`src/rtl/core_pkg.sv`:
```
// Shared definitions for the 16-bit pipelined core: result-select encoding,
// memory-mapped IO addresses and the MEM/WB pipeline record.
package core_pkg;

  localparam logic [1:0] RES_ALU = 2'b00;
  localparam logic [1:0] RES_MEM = 2'b01;
  localparam logic [1:0] RES_PC2 = 2'b10;

  localparam logic [15:0] IO_DATA_ADDR   = 16'hFF00;
  localparam logic [15:0] IO_STATUS_ADDR = 16'hFF01;

  // Source of readDataW, decided in MEM and carried alongside the load.
  typedef enum logic [1:0] {
    RD_ZERO,
    RD_RAM,
    RD_STATUS
  } rd_sel_e;

  typedef struct packed {
    logic        regWrite;
    logic [1:0]  resultSrc;
    logic [15:0] aluRes;
    logic [15:0] PCPlus2;
    logic [3:0]  Rd;
  } mem_wb_t;

endpackage

```
`src/rtl/io_fifo.sv`:
```
// Output-port FIFO: registered head/valid, push ignored when full,
// pop ignored when empty, pointers wrap modulo FIFO_DEPTH.
module io_fifo #(
  parameter int FIFO_DEPTH = 4
) (
  input  logic        clk,
  input  logic        rst,
  input  logic        push,
  input  logic [15:0] push_data,
  input  logic        pop,
  output logic [15:0] head,
  output logic        valid,
  output logic        full,
  output logic        empty
);

  localparam int PW = $clog2(FIFO_DEPTH);
  localparam logic [PW:0] FULL_CNT = (PW + 1)'(FIFO_DEPTH);

  logic [15:0]   mem [FIFO_DEPTH];
  logic [PW-1:0] wrPtr;
  logic [PW-1:0] rdPtr;
  logic [PW:0]   count;
  logic          doPush;
  logic          doPop;

  assign full   = (count == FULL_CNT);
  assign empty  = (count == '0);
  assign valid  = !empty;
  assign head   = mem[rdPtr];
  assign doPush = push && !full;
  assign doPop  = pop && !empty;

  // NOTE: sequential state uses non-blocking assignments so every register
  // samples pre-edge values regardless of statement order.
  always_ff @(posedge clk) begin
    if (rst) begin
      wrPtr <= '0;
      rdPtr <= '0;
      count <= '0;
    end else begin
      if (doPush) wrPtr <= wrPtr + 1'b1;
      if (doPop)  rdPtr <= rdPtr + 1'b1;
      case ({doPush, doPop})
        2'b10:   count <= count + 1'b1;
        2'b01:   count <= count - 1'b1;
        default: count <= count;
      endcase
    end
  end

  // NOTE: storage arrays are deliberately left out of reset; the pointers
  // and count alone define which entries are live.
  always_ff @(posedge clk) begin
    if (doPush) mem[wrPtr] <= push_data;
  end

endmodule

```
`src/rtl/memory_stage.sv`:
```
// MEM stage: word-addressed data RAM, memory-mapped output FIFO and the
// MEM/WB pipeline register; stalls a store that targets a full FIFO.
module memory_stage
  import core_pkg::*;
#(
  parameter int DEPTH      = 256,
  parameter int FIFO_DEPTH = 4
) (
  input  logic        clk,
  input  logic        rst,
  input  logic        regWriteM,
  input  logic        memWriteM,
  input  logic [1:0]  resultSrcM,
  input  logic [15:0] PCPlus2M,
  input  logic [15:0] aluResM,
  input  logic [15:0] writeDataM,
  input  logic [3:0]  RdM,
  output logic        regWriteW,
  output logic [1:0]  resultSrcW,
  output logic [15:0] aluResW,
  output logic [15:0] readDataW,
  output logic [15:0] PCPlus2W,
  output logic [3:0]  RdW,
  output logic        stallM,
  output logic [15:0] io_data,
  output logic        io_valid,
  input  logic        io_ready
);

  localparam int AW = $clog2(DEPTH);

  logic [15:0] ram [DEPTH];
  logic [15:0] ramQ;
  logic [AW-1:0] ramIdx;
  logic        ramSel;
  logic        isIoData;
  logic        isIoStatus;
  logic        push;
  logic        ramWe;
  logic        fifoFull;
  logic        fifoEmpty;

  mem_wb_t     wb;
  rd_sel_e     rdSel;
  logic [1:0]  statusQ;

  assign ramSel     = ({1'b0, aluResM} < 17'(DEPTH));
  assign ramIdx     = aluResM[AW-1:0];
  assign isIoData   = (aluResM == IO_DATA_ADDR);
  assign isIoStatus = (aluResM == IO_STATUS_ADDR);
  assign push       = memWriteM && isIoData;
  // Depends only on registered FIFO state, never on io_ready.
  assign stallM     = push && fifoFull && !rst;
  assign ramWe      = memWriteM && ramSel && !stallM && !rst;

  io_fifo #(
    .FIFO_DEPTH(FIFO_DEPTH)
  ) u_io_fifo (
    .clk      (clk),
    .rst      (rst),
    .push     (push),
    .push_data(writeDataM),
    .pop      (io_ready),
    .head     (io_data),
    .valid    (io_valid),
    .full     (fifoFull),
    .empty    (fifoEmpty)
  );

  // Read-before-write: a same-address store is not visible to this read.
  always_ff @(posedge clk) begin
    if (ramWe) ram[ramIdx] <= writeDataM;
    ramQ <= ram[ramIdx];
  end

  always_ff @(posedge clk) begin
    if (rst || stallM) begin
      wb      <= '0;
      rdSel   <= RD_ZERO;
      statusQ <= '0;
    end else begin
      wb.regWrite  <= regWriteM;
      wb.resultSrc <= resultSrcM;
      wb.aluRes    <= aluResM;
      wb.PCPlus2   <= PCPlus2M;
      wb.Rd        <= RdM;
      rdSel        <= ramSel ? RD_RAM : (isIoStatus ? RD_STATUS : RD_ZERO);
      statusQ      <= {fifoFull, fifoEmpty};
    end
  end

  // NOTE: always_comb outputs get a default first so no path infers a latch.
  always_comb begin
    readDataW = '0;
    case (rdSel)
      RD_RAM:    readDataW = ramQ;
      RD_STATUS: readDataW = {14'b0, statusQ};
      default:   readDataW = '0;
    endcase
  end

  assign regWriteW  = wb.regWrite;
  assign resultSrcW = wb.resultSrc;
  assign aluResW    = wb.aluRes;
  assign PCPlus2W   = wb.PCPlus2;
  assign RdW        = wb.Rd;

endmodule

```
`config.mk`:
```
export PLATFORM = sky130hd
export DESIGN_NAME = memory_stage
export DESIGN_NICKNAME = d
export VERILOG_FILES = /design/src/rtl/core_pkg.sv /design/src/rtl/io_fifo.sv /design/src/rtl/memory_stage.sv
export SDC_FILE = /design/constraint.sdc
export NUM_CORES = 2
export LEC_CHECK = 0
export ABC_AREA = 0
export BUFFER_PORTS_ARGS = -buffer_cell sky130_fd_sc_hd__buf_2
export CAP_MARGIN = 15
export CELL_PAD_IN_SITES_DETAIL_PLACEMENT = 0
export CELL_PAD_IN_SITES_GLOBAL_PLACEMENT = 1
export CORE_AREA = 2 2 586 588
export DETAILED_ROUTE_END_ITERATION = 10
export DIE_AREA = 0 0 588 590
export MAX_ROUTING_LAYER = met4
export PLACE_DENSITY = 0.72
export SYNTH_ARGS = -nofsm -noshare
export SYNTH_HDL_FRONTEND = slang
export SYNTH_MEMORY_MAX_BITS = 65536
export SYNTH_SLANG_ARGS = --single-unit
```
`constraint.sdc`:
```
create_clock -name clk -period 3.3 [get_ports clk]
set_input_delay 0.165 -clock clk [delete_from_list [all_inputs] [get_ports clk]]
set_output_delay 0.165 -clock clk [all_outputs]
set_load 0.1 [all_outputs]
```
==> flow_metrics.py <==
metrics = {
    "critical_path": {
        "endpoint": "ram[179][15]",
        "cp.required_ns": 3.95,
        "critPathLaunch": "aluResM[15]",
        "ff2ff_path_depth": 8,
        "worst_setup_path_end_kind": "flip-flop",
        "start_kind": "primary input",
        "crit_path_max_fanout": 17,
        "r2r_slack_ns": 0.47,
        "r2r-end": "ram[179][15]",
        "critPathArrivalTime_ns": 3.73,
        "critPathKind": "primary input to flip-flop",
        "rr_startpoint": "u_io_fifo.count[0]",
    },
    "sta": {
        "tns_ns": 0,
        "hold_ws_ns": 0.103,
        "setup_violations": 0,
        "fmax_ghz": 0.325,
        "grt_setup_unrepaired": "no",
        "slew-limit-headroom_pct": 22.5,
        "finClkSkew_ns": 0.0565,
        "hold_viol": 0,
        "fin_crit_ns": 3.07,
        "worst_slew_pin_slew_ns": 1.16,
        "worst_slack_ns": 0.226,
        "finalCritPeriodShare_pct": 93.2,
        "slew_violations": 0,
    },
    "clocking": {
        "cts_tree": "done",
        "htreeDepth": 5,
        "numClockSinks": 4228,
        "clkTransAtPathRegs_ns": 0.06,
        "clock_latency_ns": 0.95,
        "cts_root_buf": "clkbuf_16",
        "post_cts_buffers": 0,
        "clock_path_buffers": 4,
        "cts_made_buffers": 410,
    },
    "finish": {
        "area_growth_pct": 16.6,
        "finish.utilization_pct": 54.5,
        "final_layout_size_suffix_gt1_share_pct": 30.5,
        "final_nets": 7973,
    },
    "die": {
        "die_h_um": 590,
        "row_count": 215,
        "core_region_area_um2": 341000,
        "start_util_pct": 46.8,
        "die_w_um": 588,
        "dieArea_um2": 347000,
        "io_pins": 132,
    },
    "flow_run": {
        "cap_violations": 0,
    },
    "detailed_routing": {
        "wl_per_cell_um": 32.0,
        "drcViolationCount": 0,
        "vias": 78500,
        "vias_per_cell": 6.12,
        "ant_nets": 0,
        "routed_wl_um": 410000,
        "first_iter_violations": 10800,
        "drt_pre_antenna_iters": 6,
    },
    "power": {
        "p_leak_uw": 0.0583,
        "finalPower_uw": 110000,
        "pwr-share-seq_pct": 53.7,
        "intPower_uw": 86600,
        "peakVddDrop_mv": 0.423,
        "swShare_pct": 21.3,
        "netSwitchingPower_uw": 23400,
        "p_per_area_nw_per_um2": 591,
        "pwr-share-comb_pct": 4.9,
        "pwr-share-clk_pct": 41.5,
    },
    "global_route": {
        "grt_pass1_wl_um": 583000,
        "antenna_found_initial": 19,
        "grtUsageTotal_pct": 24.1,
        "grt_max_degree": 117,
        "overflow": 0,
        "grt_pass1_vias": 78400,
    },
    "yosys": {
        "synth_ff_type": "edfxtp_1",
        "synth_edf_count": 4160,
        "ys_seq_elements": 4228,
        "synthesis.area_um2": 160000,
        "seq_area_frac_synth_pct": 79.1,
        "synth_nets": 7032,
        "yosysWarnings": 0,
        "synth_area_per_cell_um2": 22.9,
        "ys_types": 39,
        "async_flop_share_pct": 0,
        "syn-instance-count": 6965,
    },
    "place": {
        "dpl.hpwl_um": 247000,
        "pre_cts_ws_ns": -0.235,
        "gp_congestion": 0.887,
        "port_buffers": 131,
    },
    "min_path": {
        "hold_path.class": "primary input to flip-flop",
        "hold_start": "PCPlus2M[12]",
    },
    "outcome": {
        "status": "completed",
    },
}
[state kept, by name, summed over array words and instances (netlist names), 3 cells and up, named ones only]
| name | flops |
|---|---|
| ram | 4096 |
| u_io_fifo.mem | 64 |
| PCPlus2W | 16 |
| aluResW | 16 |
| ramQ | 16 |
| RdW | 4 |
| u_io_fifo.count | 3 |
[cell type report]
class / count / area [µm²]
antenna: 14 / 35.0
multi-input combinational: 2304 / 31500
fill: 25300 / 155000
timing repair buffer: 954 / 9390
clock inverter: 248 / 2380
inverter: 8 / 30.0
clock buffer: 507 / 10700
tap: 4557 / 5700
sequential: 4228 / 126000
[routing by layer]
layer	share of wire (%)	vias to the layer above	global-route usage (%)	routed length, µm
met3	9.3	655	4.46	38300
met2	48	4150	36.8	195000
met1	39	41900	33.2	162000
met4	3.7	0	7.86	15200
li1	-	31800	-	-
met5	0	-	-	0
[through the flow]
stage	std cells	instance area [µm²]
floorplan	6965	160000
global placement	12000	172000
detailed placement	12000	172000
CTS	12800	186000
global route	12800	186000
finish	12800	186000
[worst max-delay path, cell delays in order]
cell           delay, ns
dlygate4sd3_1       0.54
buf_2               0.14
or4bb_1             0.17
dlygate4sd3_1       0.60
nor4_4              0.07
buf_4               0.16
a311oi_4            0.32
buf_12              0.25
nand3_2             0.19
buf_12              0.23
nor2_1              0.53
buf_4               0.28
[worst min-delay path by stage]
stage,endpoint,slack (ns),cells after the start
after floorplan,aluResW[0],0.24,1
after global routing,PCPlus2W[12],0.04,3
after detailed placement,PCPlus2W[2],0.37,2
after CTS,aluResW[12],0.003,3
final,PCPlus2W[12],0.10,3
after global placement,PCPlus2W[5],0.37,2
[cell families (layout without fill, tap and decap cells)]
kind of cell	Yosys count	after routing	synth area share (%)
DFF	4228	4228	79.1
muxes	1041	1041	14.7
AOI/OAI and AO/OA	839	839	3.60
buffers and inverters	433	1717	1.24
and+or+nand+nor	411	411	1.23
adders and majority gates	8	8	0.0674
xor gates and xnor gates	5	5	0.0275
other	0	14	0
[power by group through the flow]
stage / Clock [µW] / Combinational (µW) / Sequential (µW)
finish: 45600 / 5350 / 59000
global route: 48300 / 5610 / 59000
CTS: 46300 / 5380 / 59000
detailed placement: 0 / 5280 / 60200
global placement: 0 / 5170 / 60200
floorplan: 0 / 2400 / 60300
[synth_stat cells, drive strengths merged, types with 2 or more instances]
library cell	number	share of area [%]
a21oi	258	0.81
a22oi	514	2.4
and2	60	0.24
buf	186	0.66
clkbuf	239	0.56
dfxtp	68	0.85
edfxtp	4160	78
ha	7	0.055
inv	8	0.019
mux4	1040	15
nand2	18	0.042
nand2b	2	0.0078
nand3	20	0.13
nand4	17	0.067
nor2	273	0.64
nor2b	8	0.031
nor4	3	0.021
o41ai	64	0.35
or3	2	0.0078
xnor2	2	0.011
xor2	3	0.016
[placed cells by master (no fill, tap or decap), drive strengths merged, types with 2 or more instances in the layout]
cell type,instances
edfxtp,4160
mux4,1040
buf,868
a22oi,514
clkbuf,507
nor2,273
a21oi,258
clkinv,194
dlygate4sd3,86
dfxtp,68
o41ai,64
and2,60
bufinv,33
inv,22
nand3,20
nand2,18
nand4,17
diode,14
nor2b,8
clkinvlp,7
ha,7
xor2,3
nor4,3
or3,2
xnor2,2
nand2b,2
[what timing repair did]
item	CTS	global route
setup endpoints to repair	1	0
gates resized for setup	1	0
hold buffers	86	0
endpoints found under the hold margin	1832	0
Power figures use the tool's default switching activity.
